## config.mk

```make
export PLATFORM = sky130hd
export DESIGN_NAME = pong_game_engine_flat
export DESIGN_NICKNAME = d
export VERILOG_FILES = /design/src/rtl/pong_game_engine_pkg.sv /design/src/rtl/pong_game_engine_if.sv /design/src/rtl/pong_game_engine_btn_sync.sv /design/src/rtl/pong_game_engine.sv /design/src/flat_wrapper.sv
export SDC_FILE = /design/constraint.sdc
export NUM_CORES = 1
export LEC_CHECK = 0
export CORE_ASPECT_RATIO = 0.7
export CORE_MARGIN = 3
export CORE_UTILIZATION = 58
export CTS_CLUSTER_DIAMETER = 200
export DETAILED_ROUTE_END_ITERATION = 8
export MAX_ROUTING_LAYER = met4
export PLACE_DENSITY = 0.81
export SETUP_SLACK_MARGIN = 0.1
export SYNTH_ARGS = -nofsm -noshare
export SYNTH_HDL_FRONTEND = slang
export SYNTH_SLANG_ARGS = --single-unit
```

## constraint.sdc

```tcl
create_clock -name clk -period 7.7 [get_ports clk]
set_clock_uncertainty 0.2 [all_clocks]
set_input_delay 1.155 -clock clk [delete_from_list [all_inputs] [get_ports clk]]
set_output_delay 1.155 -clock clk [all_outputs]
set_load 0.005 [all_outputs]
```

## src/rtl/pong_game_engine_pkg.sv

```systemverilog
// Shared pong geometry, game limits and FSM state type.
// The renderer imports the same geometry so both sides agree on object sizes.
package pong_game_engine_pkg;

    localparam int H_ACTIVE     = 640;
    localparam int V_ACTIVE     = 480;
    localparam int BALL_SIZE    = 8;
    localparam int PADDLE_X     = 16;
    localparam int PADDLE_W     = 8;
    localparam int PADDLE_H     = 64;
    localparam int BALL_SPEED   = 2;
    localparam int PADDLE_SPEED = 4;
    localparam int MISS_PAUSE   = 60;

    // Counter limits are sized to their registers.
    localparam logic [1:0] LIVES     = 2'd3;
    localparam logic [3:0] MAX_SCORE = 4'd9;

    typedef enum logic [2:0] {
        IDLE      = 3'd0,
        SERVE     = 3'd1,
        PLAY      = 3'd2,
        MISS      = 3'd3,
        GAME_OVER = 3'd4
    } pong_state_t;

endpackage

```

## src/rtl/pong_game_engine_if.sv

```systemverilog
// Bundle between the game engine and its neighbours: buttons and frame tick in,
// object positions and game status out.
interface pong_game_engine_if;

    logic       frame_tick;
    logic       forward;
    logic       up_btn;
    logic       down_btn;
    logic [9:0] ball_x;
    logic [9:0] ball_y;
    logic [9:0] paddle_y;
    logic [3:0] score;
    logic [1:0] lives;
    logic       game_over;
    logic [2:0] state_o;

    modport master (
        output frame_tick, forward, up_btn, down_btn,
        input  ball_x, ball_y, paddle_y, score, lives, game_over, state_o
    );

    modport slave (
        input  frame_tick, forward, up_btn, down_btn,
        output ball_x, ball_y, paddle_y, score, lives, game_over, state_o
    );

endinterface

```

## src/rtl/pong_game_engine_btn_sync.sv

```systemverilog
// Two-flop synchroniser for a raw button. With EDGE set, the output is a
// one-cycle pulse on the synchronised rising edge; otherwise it is the level.
module btn_sync #(
    parameter bit EDGE = 1'b0
) (
    input  logic clk,
    input  logic rst_n,
    input  logic btn_i,
    output logic sig_o
);

    logic meta_q;
    logic sync_q;

    // Bring the asynchronous button into the clk domain.
    always_ff @(posedge clk or negedge rst_n) begin
        if (!rst_n) begin
            meta_q <= 1'b0;
            sync_q <= 1'b0;
        end else begin
            meta_q <= btn_i;
            sync_q <= meta_q;
        end
    end

    if (EDGE) begin : g_edge
        logic prev_q;

        // Remember the previous synchronised level for edge detection.
        always_ff @(posedge clk or negedge rst_n) begin
            if (!rst_n) prev_q <= 1'b0;
            else        prev_q <= sync_q;
        end

        assign sig_o = sync_q & ~prev_q;
    end else begin : g_level
        assign sig_o = sync_q;
    end

endmodule

```

## src/rtl/pong_game_engine.sv

```systemverilog
// Frame-rate game-state engine for single-player pong. All state advances only in
// the frame_tick cycle, so the renderer sees positions that hold for a whole frame.
module pong_game_engine
    import pong_game_engine_pkg::*;
#(
    parameter int PAUSE_FRAMES = MISS_PAUSE
) (
    input  logic              clk,
    input  logic              rst_n,
    pong_game_engine_if.slave bus
);

    localparam int PW = (PAUSE_FRAMES > 1) ? $clog2(PAUSE_FRAMES) : 1;
    localparam logic [PW-1:0] PAUSE_LAST = PW'(PAUSE_FRAMES - 1);

    // Geometry in 11-bit signed so intermediate steps can go negative without wrapping.
    localparam logic signed [10:0] S_BALL_SPD = 11'(BALL_SPEED);
    localparam logic signed [10:0] S_PAD_SPD  = 11'(PADDLE_SPEED);
    localparam logic signed [10:0] S_PAD_MAX  = 11'(V_ACTIVE - PADDLE_H);
    localparam logic signed [10:0] S_BALL_YMX = 11'(V_ACTIVE - BALL_SIZE);
    localparam logic signed [10:0] S_BALL_XMX = 11'(H_ACTIVE - BALL_SIZE);
    localparam logic signed [10:0] S_PAD_EDGE = 11'(PADDLE_X + PADDLE_W);
    localparam logic signed [10:0] S_BALL_SZ  = 11'(BALL_SIZE);
    localparam logic signed [10:0] S_PAD_H    = 11'(PADDLE_H);
    localparam logic [9:0] BALL_X0   = 10'((H_ACTIVE - BALL_SIZE) / 2);
    localparam logic [9:0] BALL_Y0   = 10'((V_ACTIVE - BALL_SIZE) / 2);
    localparam logic [9:0] PADDLE_Y0 = 10'((V_ACTIVE - PADDLE_H) / 2);

    // Index 0 = forward (edge), 1 = up (level), 2 = down (level).
    logic [2:0] btn_raw;
    logic [2:0] btn_sig;
    assign btn_raw = {bus.down_btn, bus.up_btn, bus.forward};

    for (genvar gi = 0; gi < 3; gi++) begin : g_sync
        btn_sync #(.EDGE(gi == 0)) u_sync (
            .clk   (clk),
            .rst_n (rst_n),
            .btn_i (btn_raw[gi]),
            .sig_o (btn_sig[gi])
        );
    end

    pong_state_t   state_q;
    logic [9:0]    bx_q, by_q, py_q;
    logic          dx_pos_q, dy_pos_q, serve_pos_q;
    logic [3:0]    score_q;
    logic [1:0]    lives_q;
    logic [PW-1:0] pause_q;
    logic          pend_q;
    logic          game_over_q;

    logic signed [10:0] py_cur, bx_cur, by_cur;
    logic signed [10:0] py_d, bx_d, by_d;
    logic               dx_d, dy_d, hit_d, miss_d;
    logic [3:0]         score_d;

    assign py_cur  = $signed({1'b0, py_q});
    assign bx_cur  = $signed({1'b0, bx_q});
    assign by_cur  = $signed({1'b0, by_q});
    assign score_d = (score_q < MAX_SCORE) ? score_q + 4'd1 : score_q;

    // Candidate paddle and ball positions for this frame, including wall and paddle collisions.
    always_comb begin
        py_d = py_cur;
        if (btn_sig[1] && !btn_sig[2])      py_d = py_cur - S_PAD_SPD;
        else if (btn_sig[2] && !btn_sig[1]) py_d = py_cur + S_PAD_SPD;
        if (py_d < 11'sd0)          py_d = 11'sd0;
        else if (py_d > S_PAD_MAX)  py_d = S_PAD_MAX;

        dx_d   = dx_pos_q;
        dy_d   = dy_pos_q;
        hit_d  = 1'b0;
        miss_d = 1'b0;
        bx_d   = dx_pos_q ? bx_cur + S_BALL_SPD : bx_cur - S_BALL_SPD;
        by_d   = dy_pos_q ? by_cur + S_BALL_SPD : by_cur - S_BALL_SPD;

        if (by_d <= 11'sd0) begin
            by_d = 11'sd0;
            dy_d = 1'b1;
        end else if (by_d >= S_BALL_YMX) begin
            by_d = S_BALL_YMX;
            dy_d = 1'b0;
        end

        // Paddle overlap uses the paddle position from before this frame's move.
        if (dx_pos_q) begin
            if (bx_d >= S_BALL_XMX) begin
                bx_d = S_BALL_XMX;
                dx_d = 1'b0;
            end
        end else if (bx_d <= S_PAD_EDGE) begin
            if ((by_d + S_BALL_SZ > py_cur) && (by_d < py_cur + S_PAD_H)) begin
                hit_d = 1'b1;
                bx_d  = S_PAD_EDGE;
                dx_d  = 1'b1;
            end else if (bx_d <= 11'sd0) begin
                miss_d = 1'b1;
                bx_d   = 11'sd0;
            end
        end
    end

    // Game FSM with registered positions, counters and status.
    always_ff @(posedge clk or negedge rst_n) begin
        if (!rst_n) begin
            state_q     <= IDLE;
            bx_q        <= BALL_X0;
            by_q        <= BALL_Y0;
            py_q        <= PADDLE_Y0;
            dx_pos_q    <= 1'b1;
            dy_pos_q    <= 1'b1;
            serve_pos_q <= 1'b1;
            score_q     <= 4'd0;
            lives_q     <= LIVES;
            pause_q     <= '0;
            pend_q      <= 1'b0;
            game_over_q <= 1'b0;
        end else begin
            if (btn_sig[0]) pend_q <= 1'b1;
            if (bus.frame_tick) begin
                if (state_q != GAME_OVER) py_q <= 10'(py_d);
                case (state_q)
                    IDLE: begin
                        if (pend_q) begin
                            state_q <= SERVE;
                            pend_q  <= 1'b0;
                        end
                    end
                    SERVE: begin
                        bx_q        <= BALL_X0;
                        by_q        <= BALL_Y0;
                        dx_pos_q    <= 1'b1;
                        dy_pos_q    <= serve_pos_q;
                        serve_pos_q <= ~serve_pos_q;
                        state_q     <= PLAY;
                    end
                    PLAY: begin
                        bx_q     <= 10'(bx_d);
                        by_q     <= 10'(by_d);
                        dx_pos_q <= dx_d;
                        dy_pos_q <= dy_d;
                        if (hit_d) begin
                            score_q <= score_d;
                            if (score_d == MAX_SCORE) begin
                                state_q     <= GAME_OVER;
                                game_over_q <= 1'b1;
                            end
                        end else if (miss_d) begin
                            lives_q <= lives_q - 2'd1;
                            pause_q <= '0;
                            state_q <= MISS;
                        end
                    end
                    MISS: begin
                        pend_q <= 1'b0;
                        if (pause_q == PAUSE_LAST) begin
                            pause_q <= '0;
                            if (lives_q == 2'd0) begin
                                state_q     <= GAME_OVER;
                                game_over_q <= 1'b1;
                            end else begin
                                state_q <= SERVE;
                            end
                        end else begin
                            pause_q <= pause_q + 1'b1;
                        end
                    end
                    GAME_OVER: begin
                        if (pend_q) begin
                            state_q     <= IDLE;
                            pend_q      <= 1'b0;
                            score_q     <= 4'd0;
                            lives_q     <= LIVES;
                            bx_q        <= BALL_X0;
                            by_q        <= BALL_Y0;
                            dx_pos_q    <= 1'b1;
                            game_over_q <= 1'b0;
                        end
                    end
                    default: state_q <= IDLE;
                endcase
            end
        end
    end

    assign bus.ball_x    = bx_q;
    assign bus.ball_y    = by_q;
    assign bus.paddle_y  = py_q;
    assign bus.score     = score_q;
    assign bus.lives     = lives_q;
    assign bus.game_over = game_over_q;
    assign bus.state_o   = state_q;

endmodule
```

## src/flat_wrapper.sv

```systemverilog
// flat-port wrapper written by rule: the top's interface ports become plain ports
module pong_game_engine_flat import pong_game_engine_pkg::*;
#(
    parameter int PAUSE_FRAMES = MISS_PAUSE
)
  (clk, rst_n, bus_frame_tick, bus_forward, bus_up_btn, bus_down_btn, bus_ball_x, bus_ball_y, bus_paddle_y, bus_score, bus_lives, bus_game_over, bus_state_o);
  pong_game_engine_if bus_i ();
  input  logic clk;
  input  logic rst_n;
  input wire logic [$bits(bus_i.frame_tick)-1:0] bus_frame_tick;
  input wire logic [$bits(bus_i.forward)-1:0] bus_forward;
  input wire logic [$bits(bus_i.up_btn)-1:0] bus_up_btn;
  input wire logic [$bits(bus_i.down_btn)-1:0] bus_down_btn;
  output wire logic [$bits(bus_i.ball_x)-1:0] bus_ball_x;
  output wire logic [$bits(bus_i.ball_y)-1:0] bus_ball_y;
  output wire logic [$bits(bus_i.paddle_y)-1:0] bus_paddle_y;
  output wire logic [$bits(bus_i.score)-1:0] bus_score;
  output wire logic [$bits(bus_i.lives)-1:0] bus_lives;
  output wire logic [$bits(bus_i.game_over)-1:0] bus_game_over;
  output wire logic [$bits(bus_i.state_o)-1:0] bus_state_o;
  assign bus_i.frame_tick = bus_frame_tick;
  assign bus_i.forward = bus_forward;
  assign bus_i.up_btn = bus_up_btn;
  assign bus_i.down_btn = bus_down_btn;
  assign bus_ball_x = bus_i.ball_x;
  assign bus_ball_y = bus_i.ball_y;
  assign bus_paddle_y = bus_i.paddle_y;
  assign bus_score = bus_i.score;
  assign bus_lives = bus_i.lives;
  assign bus_game_over = bus_i.game_over;
  assign bus_state_o = bus_i.state_o;
  pong_game_engine #(.PAUSE_FRAMES(PAUSE_FRAMES)) u_core (.clk(clk), .rst_n(rst_n), .bus(bus_i));
endmodule
```

==> flow_summary.json <==
{
  "syn_area_per_cell_sq_um": 8.76,
  "timing.setup.tns_ns": 0,
  "synth_enable_flop_cells": 0,
  "ir_drop_mv": 0.214,
  "critical_path_required_ns": 7.76,
  "die_area_sq_um": 8900,
  "yosys.area_share.simple": 0.190,
  "clock_sinks": 54,
  "worstHoldPathType": "reg -> reg",
  "place_hpwl_mm": 8.42,
  "min_period_over_period": 0.787,
  "synthAdderAreaFrac": 0.120,
  "detail_route.first_pass.iterations": 5,
  "cts_tree": "done",
  "drt_first_iter_violations": 288,
  "detail_route.drc_violations": 0,
  "post_synth_inst_count": 516,
  "synth_ff_type": "sky130_fd_sc_hd__dfrtp_1",
  "postSynth.asyncResetShare": 1.00,
  "rsz0062_at_grt": "no",
  "run_status": "finished clean",
  "syn_to_final_growth_pct": 12.5,
  "routedWlPerCell_um": 17.0,
  "clkTransAtPathRegs_ns": 0.11,
  "drt_wl_total_mm": 11.1,
  "grt_pass1_vias": 3797,
  "timing_worst_slew_pin_value_ns": 1.04,
  "period_needed_ns": 6.06,
  "number_of_max_slew_violations_in_the_final_report": 0,
  "finalNetCount": 599,
  "buffer_ports.inserted": 42,
  "initial_standard_cell_utilization_of_the_core": 0.609,
  "cpMostUsedCell": "sky130_fd_sc_hd__ha_1",
  "slew-limit-headroom": 0.288,
  "postRouteAntennaNets": 0,
  "core_region_area_sq_um": 7420,
  "hold_viol": 0,
  "overflow": 0,
  "ys_seq_area_frac": 0.304,
  "finish.instance_area_sq_um": 5080,
  "synth.mux.area_fraction": 0.0138,
  "dr_total_vias": 4093,
  "postCtsSetupRepairBufs": 0,
  "syn_area_sq_um": 4520,
  "die_y_um": 79.9,
  "finalWeightedCongestion": 0.949,
  "worstPathCellList": "inv_1 -> ha_1 -> nand4_1 -> or3_2 -> a22oi_1 -> o2111ai_1 -> nand2_1 -> a21oi_1 -> nor2_1 -> ha_1 -> xor2_1 -> ha_1 -> and4b_1 -> o21a_1 -> a211o_1 -> a221oi_1 -> a311o_1 -> a211oi_4 -> a21oi_2 -> or3_4 -> o21ai_2",
  "die_width_um": 112,
  "drive_above_1_share": 0.0978,
  "antenna_cells": 0,
  "placement.cell_area_sq_um": 4990,
  "worst-path-max-fanout": 13,
  "power_density_nw_per_um2": 483,
  "root_buffer": "sky130_fd_sc_hd__clkbuf_8",
  "clock_insertion_delay_worst_skew_ns": 0.33,
  "global_route_wire_length_before_repair_mm": 18.7,
  "timing.critical_path.arrival_ns": 6.12,
  "critical_path.top_delay_family": "compound AO/OA/AOI/OAI gates",
  "ctsLongestPathBuffers": 2,
  "cts_resized": 0,
  "final_cell_mix": "sky130_fd_sc_hd__nand2_1, sky130_fd_sc_hd__clkdlybuf4s50_1, sky130_fd_sc_hd__ha_1",
  "htree_num_levels": 2,
  "finalSetupViolCount": 0,
  "hold_buffers": 0,
  "worst-setup-path-type": "reg -> reg",
  "setup.worst_path.end_class": "flop",
  "globalRouteTotalUtil": 0.264,
  "layout.cells.most_common": "sky130_fd_sc_hd__nand2_1",
  "critical_path.max_stage_delay_ns": 0.61,
  "synth_top_family_by_area": "compound AO/OA/AOI/OAI gates",
  "synth-xor-area-share": 0.0446,
  "critical-path-slowest-cell": "sky130_fd_sc_hd__dfstp_2",
  "synth_unique_cells": 82,
  "std_cell_rows": 26,
  "routed_via_density": 6.30,
  "critical_path.startpoint_type": "flop",
  "worst-path-buf-inv": 1,
  "synth_warnings": 0,
  "ys_seq_elements": 54,
  "number_of_buffers_added_by_the_clock_tree_synthesis_step": 5,
  "grt_max_degree": 55,
  "fmax_mhz": 165,
  "leakage_nw": 2.22,
  "max_cap_violations": 0,
  "antenna_found_initial": 0,
  "io_pins": 46,
  "synth_compound_area_frac": 0.283
}
==> final timing paths <==
check | startpoint | to | slack (ns) | cells past startpoint
max reg2reg | u_core.dy_pos_q | u_core.bus.score[0] | 1.64 | 21
max | u_core.dy_pos_q | u_core.bus.score[0] | 1.64 | 21
min in group asynchronous | rst_n | u_core.pause_q[1] | 0.73 | 2
min | u_core.g_sync[2].u_sync.meta_q | u_core.g_sync[2].u_sync.sig_o | 0.16 | 0
min reg2reg | u_core.g_sync[2].u_sync.meta_q | u_core.g_sync[2].u_sync.sig_o | 0.16 | 0
max in group asynchronous | rst_n | u_core.bus.ball_y[8] | 6.08 | 2
==> sequential cells by signal, summed over array words and instances (netlist names) <==
register and flops:
u_core.bus.ball_x 9, u_core.pend_q 1, u_core.g_sync.u_sync.meta_q 3, u_core.bus.paddle_y 8, u_core.g_sync.u_sync.sync_q 1, u_core.g_sync.u_sync.g_edge.prev_q 1, u_core.bus.score 4, u_core.bus.game_over 1
u_core.dx_pos_q 1, u_core.bus.state_o 3, u_core.bus.lives 2, u_core.serve_pos_q 1, u_core.g_sync.u_sync.sig_o 2, u_core.bus.ball_y 10, u_core.pause_q 6, u_core.dy_pos_q 1
==> logic make-up after synthesis <==
| family | Yosys count |
|---|---|
| mux | 6 |
| compound gates | 174 |
| buf+inv | 47 |
| fa+ha+maj | 42 |
| flops | 54 |
| simple gates | 169 |
| other cells | 1 |
| xor+xnor | 23 |
==> per-stage QoR <==
| stage | std cells | util | hold slack (ns) | setup slack, ns | power [W] |
|---|---|---|---|---|---|
| floorplan | 521 | - | 0.131 | 2.22 | 0.00177 |
| global placement | 642 | 0.672 | 0.132 | 1.82 | 0.00221 |
| detailed placement | 642 | 0.672 | 0.135 | 1.72 | 0.00225 |
| CTS | 650 | 0.685 | 0.162 | 1.70 | 0.00244 |
| global route | 650 | 0.685 | 0.174 | 1.14 | 0.00269 |
| finish | 650 | 0.685 | 0.160 | 1.64 | 0.00246 |
==> area by class of cell <==
| type | count | area (sq um) |
|---|---|---|
| repair buffers | 43 | 423 |
| well taps | 98 | 123 |
| fillers | 627 | 2330 |
| clock buffers | 5 | 68.8 |
| multi-input cells | 420 | 2970 |
| inverters | 27 | 101 |
| clock inverters | 3 | 28.8 |
| flip-flops and latches | 54 | 1370 |
==> metal layers <==
layer	routed length [um]	global-route usage
met4	121	0.0510
met3	678	0.0470
met1	5350	0.380
met5	0	-
met2	4930	0.394
==> synth_stat cells, types with 10 or more instances <==
cell,number,area share
sky130_fd_sc_hd__nand2_1,46,0.038
sky130_fd_sc_hd__nand2b_1,11,0.015
sky130_fd_sc_hd__xor2_1,10,0.019
sky130_fd_sc_hd__ha_1,40,0.11
sky130_fd_sc_hd__nor2_1,33,0.027
sky130_fd_sc_hd__xnor2_1,13,0.025
sky130_fd_sc_hd__dfstp_2,18,0.10
sky130_fd_sc_hd__a21o_1,12,0.020
sky130_fd_sc_hd__and3_1,10,0.014
sky130_fd_sc_hd__nand3_1,16,0.018
sky130_fd_sc_hd__dfrtp_1,36,0.20
sky130_fd_sc_hd__o21ai_0,32,0.035
sky130_fd_sc_hd__inv_1,27,0.022
sky130_fd_sc_hd__o31ai_1,12,0.020
sky130_fd_sc_hd__a21oi_1,32,0.035
sky130_fd_sc_hd__clkbuf_1,10,0.0083
==> report_power, final <==
part	internal, W	switching (W)	total [W]
logic	0.000756	0.000971	0.00173
registers	0.000404	0.000145	0.000549
clock network	0.0000678	0.000111	0.000179
total	0.00123	0.00123	0.00246
No activity file was read; power rests on OpenSTA's default activity.
